===== src/rtl/tone_freq_meter.sv =====
`default_nettype none
// ============================================================================
//  Module      : tone_freq_meter
//  Description : Reciprocal frequency meter. Counts system-clock cycles
//                between two rising edges of an asynchronous square wave,
//                then divides CLK_HZ by that period with a 32-step
//                restoring divider to report the integer frequency in Hz.
//  Revision    : 1.0 - initial release
// ============================================================================
module tone_freq_meter #(
    parameter int unsigned CLK_HZ         = 100_000_000,
    parameter int unsigned TIMEOUT_CYCLES = 10_000_000
) (
    input  logic        i_clk,
    input  logic        i_reset,
    input  logic        i_en,
    input  logic        i_sig,
    output logic [15:0] o_freq,
    output logic        o_valid,
    output logic        o_timeout,
    output logic        o_busy
);

    localparam logic [31:0] DIVIDEND   = 32'(CLK_HZ);
    localparam logic [31:0] TMO_LAST   = 32'(TIMEOUT_CYCLES - 1);
    localparam logic [4:0]  LAST_ITER  = 5'd31;
    localparam logic [31:0] FREQ_MAX   = 32'd65535;

    typedef enum logic [1:0] {
        IDLE   = 2'd0,
        ARM    = 2'd1,
        COUNT  = 2'd2,
        DIVIDE = 2'd3
    } state_t;

    state_t      state;
    state_t      next_state;

    // Input synchronizer and edge detector
    logic        sig_meta;
    logic        sig_sync;
    logic        sig_prev;
    logic        edge_pulse;

    // Period measurement and timeout
    logic [31:0] cnt;
    logic [31:0] timer;
    logic        timer_hit;

    // Restoring divider: quo starts as the dividend and fills with quotient bits
    logic [31:0] divisor;
    logic [31:0] quo;
    logic [31:0] rem;
    logic [4:0]  iter;
    logic [32:0] trial;
    logic        q_bit;
    logic [31:0] quo_next;
    logic [31:0] rem_next;

    // FSM decode strobes
    logic        load_cnt;
    logic        capture;
    logic        timeout_hit;
    logic        result_done;
    logic        timing;

    // Two-flop synchronizer plus one history flop for edge detection
    always_ff @(posedge i_clk) begin
        if (i_reset) begin
            sig_meta <= 1'b0;
            sig_sync <= 1'b0;
            sig_prev <= 1'b0;
        end else begin
            sig_meta <= i_sig;
            sig_sync <= sig_meta;
            sig_prev <= sig_sync;
        end
    end

    assign edge_pulse = sig_sync & ~sig_prev;
    assign timer_hit  = (timer == TMO_LAST);
    assign timing     = (state == ARM) || (state == COUNT);

    // One restoring-division step: shift in the next dividend bit and try to subtract
    always_comb begin
        trial    = {rem, quo[31]} - {1'b0, divisor};
        q_bit    = ~trial[32];
        quo_next = {quo[30:0], q_bit};
        rem_next = q_bit ? trial[31:0] : {rem[30:0], quo[31]};
    end

    // State register
    always_ff @(posedge i_clk) begin
        if (i_reset) begin
            state <= IDLE;
        end else begin
            state <= next_state;
        end
    end

    // Next-state and strobe decode; disable overrides everything
    always_comb begin
        next_state  = state;
        load_cnt    = 1'b0;
        capture     = 1'b0;
        timeout_hit = 1'b0;
        result_done = 1'b0;
        if (!i_en) begin
            next_state = IDLE;
        end else begin
            case (state)
                IDLE: begin
                    next_state = ARM;
                end
                ARM: begin
                    if (edge_pulse) begin
                        load_cnt   = 1'b1;
                        next_state = COUNT;
                    end else if (timer_hit) begin
                        timeout_hit = 1'b1;
                    end
                end
                COUNT: begin
                    if (edge_pulse) begin
                        capture    = 1'b1;
                        next_state = DIVIDE;
                    end else if (timer_hit) begin
                        timeout_hit = 1'b1;
                        next_state  = ARM;
                    end
                end
                DIVIDE: begin
                    if (iter == LAST_ITER) begin
                        result_done = 1'b1;
                        next_state  = ARM;
                    end
                end
                default: begin
                    next_state = IDLE;
                end
            endcase
        end
    end

    // Timeout timer runs only while waiting for edges; any edge, expiry or other state clears it
    always_ff @(posedge i_clk) begin
        if (i_reset) begin
            timer <= 32'd0;
        end else if (i_en && timing && !edge_pulse && !timeout_hit) begin
            timer <= timer + 32'd1;
        end else begin
            timer <= 32'd0;
        end
    end

    // Period counter: starts at 1 on the opening edge so its value on the closing edge is the period
    always_ff @(posedge i_clk) begin
        if (i_reset) begin
            cnt <= 32'd0;
        end else if (load_cnt) begin
            cnt <= 32'd1;
        end else if (i_en && (state == COUNT)) begin
            cnt <= cnt + 32'd1;
        end
    end

    // Divider datapath: load on capture, iterate once per DIVIDE cycle
    always_ff @(posedge i_clk) begin
        if (i_reset) begin
            divisor <= 32'd0;
            quo     <= 32'd0;
            rem     <= 32'd0;
            iter    <= 5'd0;
        end else if (capture) begin
            divisor <= cnt;
            quo     <= DIVIDEND;
            rem     <= 32'd0;
            iter    <= 5'd0;
        end else if (i_en && (state == DIVIDE)) begin
            quo     <= quo_next;
            rem     <= rem_next;
            iter    <= iter + 5'd1;
        end
    end

    // Result registers: the final quotient bit is folded in combinationally so
    // o_valid lands 33 cycles after the closing edge pulse
    always_ff @(posedge i_clk) begin
        if (i_reset) begin
            o_freq    <= 16'd0;
            o_timeout <= 1'b0;
            o_valid   <= 1'b0;
        end else begin
            o_valid <= result_done | timeout_hit;
            if (result_done) begin
                o_freq    <= (quo_next > FREQ_MAX) ? 16'hFFFF : quo_next[15:0];
                o_timeout <= 1'b0;
            end else if (timeout_hit) begin
                o_freq    <= 16'd0;
                o_timeout <= 1'b1;
            end
        end
    end

    assign o_busy = (state == DIVIDE);

endmodule
`default_nettype wire


===== config.mk =====
export PLATFORM = sky130hd
export DESIGN_NAME = tone_freq_meter
export DESIGN_NICKNAME = d
export VERILOG_FILES = /design/src/rtl/tone_freq_meter.sv
export SDC_FILE = /design/constraint.sdc
export NUM_CORES = 1
export LEC_CHECK = 0
export CAP_MARGIN = 0
export CORE_UTILIZATION = 52
export CTS_CLUSTER_SIZE = 30
export DETAILED_ROUTE_END_ITERATION = 7
export PLACE_DENSITY = 0.66
export SYNTH_ARGS = -nofsm -noshare
export SYNTH_HDL_FRONTEND = slang
export SYNTH_SLANG_ARGS = --single-unit

===== constraint.sdc =====
create_clock -name i_clk -period 7.85 [get_ports i_clk]
set_clock_uncertainty 0.2 [all_clocks]
set_input_delay 1.1775 -clock i_clk [delete_from_list [all_inputs] [get_ports i_clk]]
set_output_delay 1.1775 -clock i_clk [all_outputs]
set_load 0.02 [all_outputs]

======== After elaboration in Yosys (flattened, before gate mapping) ========
Cells that the tools add are included.
storage, ports and cells
  bits in latches ......................... 0
  memories ................................ 0
  input port bits ......................... 4
  bits in writable memories ............... 0
  logic and storage cells ................. 78
  flip-flop bits (word level) ............. 188
  memory bits (read-only) ................. 0
cells by class
  mux-type cells .......................... 25
  multiply operators ...................... 0
  shift operators ......................... 0
  magnitude comparators ................... 1
  div/mod/pow operators ................... 0
  $add $sub $neg .......................... 4
  reductions and logical operators ........ 19
  bitwise operators ....................... 6
  eq/ne operators ......................... 8
operator list
  kind                   number
  $add 32x1->32 const B  2
  $mux 27                2
  $mux 16                3
  $sub 33x32->33         1
  $eq 32x24->1 const B   1
  $gt 32x16->1 const B   1
  $mux 32                1
  $mux 1                 14
  $reduce_or 2->1        6
  $mux 2                 4
  $pmux 2 s4             1
  $reduce_bool 2->1      3
  $add 5x1->5 const B    1
  $eq 5x5->1 const B     1
  $logic_and 1x1->1      5
  $eq 2x2->1 const B     2
  $not 1->1              4
  $ne 3x3->1 const B     1
  $reduce_and 3->1       1
  $eq 2x1->1 const B     1
  $logic_not 1->1        2
  $logic_not 2->1        1
  $ne 2x1->1 const B     1
  $ne 2x2->1 const B     1
  3 further kinds        3

======== Logic depth before layout (Yosys ltp) ========
  depth after elaboration ................. 9
  gate-level depth with buffers ........... 13

======== Worst setup path before layout ========
Ideal clock, no wire load.
  path kind ............................... input port to flip-flop
  start point ............................. input port i_en
  end point ............................... register cnt[29]
  required time ........................... 7.522 ns
  path buffers ............................ 1
  setup slack ............................. 4.823 ns
  data arrival time ....................... 2.700 ns
  cell stages on the path ................. 10
  path through ............................ and2_1 > clkbuf_1 > nand4_1 > nor2_1 > and4_1 > nand2b_1 > nor2_1 > nand3_1 > xor2_1 > nor2_1
on the way
  word-level cells in the longest chain between the ends .. 2
  elaborated cells between the ends (all ways) .. 3
RTL lines
  item                       line  source
  from (decl)                16    input logic i_en,
  $mux 1                     108   if (!i_en) begin
  $reduce_or 2->1 (no line)  n/a
  to (signal assigned)       163   cnt <= cnt + 32'd1;
  to (decl)                  46    logic [31:0] cnt;
Parallel ways exist; a longest one is shown, timed or not.
A chain may end at the register's enable or synchronous reset.

======== Final worst setup path ========
  start point ............................. register quo[31]
  end point ............................... register rem[30]
on the way
  word-level cells in the longest chain between the ends .. 2
RTL lines
  item                    line  source
  from (decl)             52    logic [31:0] quo;
  from (signal assigned)  180   quo <= quo_next;
  $sub 33x32->33          86    trial = {rem, quo[31]} - {1'b0, divisor};
  $mux 32                 89    rem_next = q_bit ? trial[31:0] : {rem[30:0], quo[31]};
  to (signal assigned)    181   rem <= rem_next;
  to (decl)               53    logic [31:0] rem;
Every way passes these cells.

==> results.toml <==
[route]
drt_wl_total_um = 19500
drt_iter0_markers = 466
dr.pass1.iters = 5
post-route-drc-count = 0
viasPerCell = 5.48
ant_nets = 0
routedWlPerCell_um = 13.8
via_count = 7739

[timing]
fmax_mhz = 273
fin_ws_ns = 4.18
relSlewSlack_pct = 29.7
drv_slew = 0
setup_viol = 0
fin_crit_sh_pct = 46.7
rsz0062_at_grt = "no"
fin_crit_ns = 3.67
finalHoldViolCount = 0
setup_tns_ns = 0
tightest_slew_ns = 1.05

[clocking]
cts_resized = 0
root_buffer = "clkbuf_16"
path_clk_slew_ns = 0.07
clk_latency_ns = 0.44
cts_tree = "yes"
clk_path_buf_depth = 2
h-tree-depth = 4
hold_buffers = 0
cts_setup_buffers = 0
cts_made_buffers = 17
clkSinkCount = 188

[logic_synthesis]
synth_edf_count = 0
synth_xor_area_share_pct = 7.51
synth_area_leaders = "dfxtp_1, nand2_1, a21oi_1, ha_1, nor2_1"
synthAdderAreaFrac_pct = 5.37
ys_seq_elements = 188
yosys_warnings = 0
synth_top_family_by_area = "simple AND/OR/NAND/NOR gates"
synth-compound-area-share_pct = 17.0
synth.area.mux_share_pct = 3.37
synthArstFlopShare_pct = 0
synth_top_area_share_pct = 39.8
ys.flop_type = "dfxtp_1"
synth_nets = 1233
seq_area_frac_synth_pct = 39.8
syn_area_per_cell_um2 = 7.95
synthesis.area_um2 = 9460
synthDistinctLibCells = 60
synth-simple-area-share_pct = 21.8
synth_area_leader_cell = "dfxtp_1"
synth_cells = 1189

[global_routing]
grt_overflow = 0
gr-usage-all-layers_pct = 22.6
grt_pass1_vias = 7010
antenna_found_initial = 0
grt_first_pass_wirelength_um = 33800
grt_max_degree = 94

[place]
routabilityCongestion = 0.878
port_buffers = 22
dp_worst_setup_slack_ns = 3.85
hpwl_um = 13400

[die]
io-pin-count = 23
core_um2 = 17500
start_util_pct = 53.9
die_h_um = 137
rows = 48
dieArea_um2 = 18700
dieWidth_um = 137

[min_path]
hold_path_class = "reg2reg"

[setup_path]
cp-start-kind = "flip-flop"
crit_path_end_kind = "flip-flop"
cp_data_arrival_time_ns = 3.83
path_class = "reg2reg"
path_max_fanout = 35
required_ns = 8.02

[power_and_ir_drop]
power.leakage_nw = 3.91
powerDensity_nw_per_um2 = 176
peakVddDrop_v = 0.000152

[finish]
diodes = 0
syn2layout_area_growth_pct = 8.86
num-fill-cells = 1685
drive_above_1_share_pct = 4.72
nets = 1218

[flow_run]
cap_violations = 0

[outcome]
status = "finished clean"
area by class of cell:
type	instances	area, um^2	area share [%]
Timing Repair Buffer	30	275	2.67
Tap cell	225	282	2.73
Inverter	54	203	1.97
Sequential cell	188	3760	36.6
Clock inverter	14	129	1.25
Multi-Input combinational cell	883	5220	50.7
Clock buffer	18	429	4.17
critical path, stage by stage, from the launching register on:
cell and delay, ns:
dfxtp_1 0.33, inv_1 0.06, ha_1 0.21, fa_1 0.41
nor2b_1 0.17, o31a_1 0.20, o31ai_2 0.08, o211ai_2 0.13
a31oi_4 0.18, o31ai_4 0.43, xnor2_4 0.15, buf_4 0.49
o2111ai_1 0.31, a31oi_1 0.22
stage by stage:
step	power (mW)	hold WS (ns)	instances	instance area [um^2]	util [%]
6_report	1.81	0.253	1412	10300	58.7
5_1_grt	1.87	0.272	1412	10300	58.7
4_1_cts	1.83	0.253	1412	10300	58.7
3_5_place_dp	1.02	0.237	1380	9740	55.5
3_3_place_gp	1.02	0.232	1380	9740	55.5
2_1_floorplan	1.01	0.214	1189	9460	-
cells in the final DEF, fill, tap and decap left out, types with 8 or more instances in the layout:
cell and n:
xnor2_1 32, o21a_1 9, ha_1 39, a21o_1 12, nor2_1 118, mux2i_1 27
clkdlybuf4s50_1 21, dfxtp_1 188, inv_1 53, and3_1 19, o21ai_0 52, clkbuf_16 17
nor2b_1 11, a31oi_1 17, nand3_1 37, nand2_1 194, a211oi_1 9, buf_4 8
or3_1 10, nor3_1 25, nor4_1 8, a21oi_1 130, nand4_1 20, xor2_1 46
state kept, by name (all words and copies together), names as in the netlist:
signal     count
timer         32
state          2
sig_prev       1
sig_meta       1
o_freq        16
rem           32
o_valid        1
o_timeout      1
divisor       32
sig_sync       1
quo           32
cnt           32
iter           5
logic make-up (layout without fill, tap and decap cells):
kind of cell               after synthesis  after routing
muxes                                   31             31
adders and majority gates               40             40
DFF                                    188            188
buffers and inverters                  118            116
xor gates and xnor gates                79             79
AOI/OAI and AO/OA                      269            269
and+or+nand+nor                        464            464
routing by layer:
| layer | global-route usage, % | part of all wire [%] | vias up |
|---|---|---|---|
| met5 | 0 | 0 | - |
| met3 | 4.37 | 3.7 | 15 |
| met1 | 32.1 | 52 | 3550 |
| met4 | 5.56 | 0.98 | 0 |
| met2 | 35.1 | 43 | 116 |
| li1 | - | - | 4058 |
cell usage after synthesis (3+ instances only):
cell type,instances
nand2_1,194
dfxtp_1,188
a21oi_1,130
nor2_1,119
inv_1,53
o21ai_0,52
clkbuf_1,51
xor2_1,46
ha_1,39
nand3_1,37
xnor2_1,32
mux2i_1,27
nor3_1,25
nand4_1,20
and3_1,19
a31oi_1,17
a21o_1,12
nor2b_1,11
or3_1,10
a211oi_1,9
o21a_1,9
nor4_1,8
nand2b_1,7
o31ai_1,7
buf_2,5
and2_1,4
and4_1,4
buf_6,4
o211ai_1,4
o21bai_1,4
buf_1,3
mux2_2,3
o31a_1,3
worst paths after layout:
kind,from,to,slack [ns],cells past startpoint
setup / recovery,quo[31]$_SDFFE_PP0P_,rem[30]$_SDFFE_PP0P_,4.18,13
hold / removal,divisor[2]$_SDFFE_PP0P_,divisor[2]$_SDFFE_PP0P_,0.25,2
setup reg to reg,quo[31]$_SDFFE_PP0P_,rem[30]$_SDFFE_PP0P_,4.18,13
hold reg to reg,divisor[2]$_SDFFE_PP0P_,divisor[2]$_SDFFE_PP0P_,0.25,2
report_power, final:
group | total [mW] | switching [mW] | internal (mW)
Clock | 0.815 | 0.396 | 0.419
Combinational | 0.0389 | 0.0268 | 0.0120
Sequential | 0.956 | 0.00107 | 0.954
Total | 1.81 | 0.424 | 1.39
Note: power is estimated with default switching activity, not from simulation.
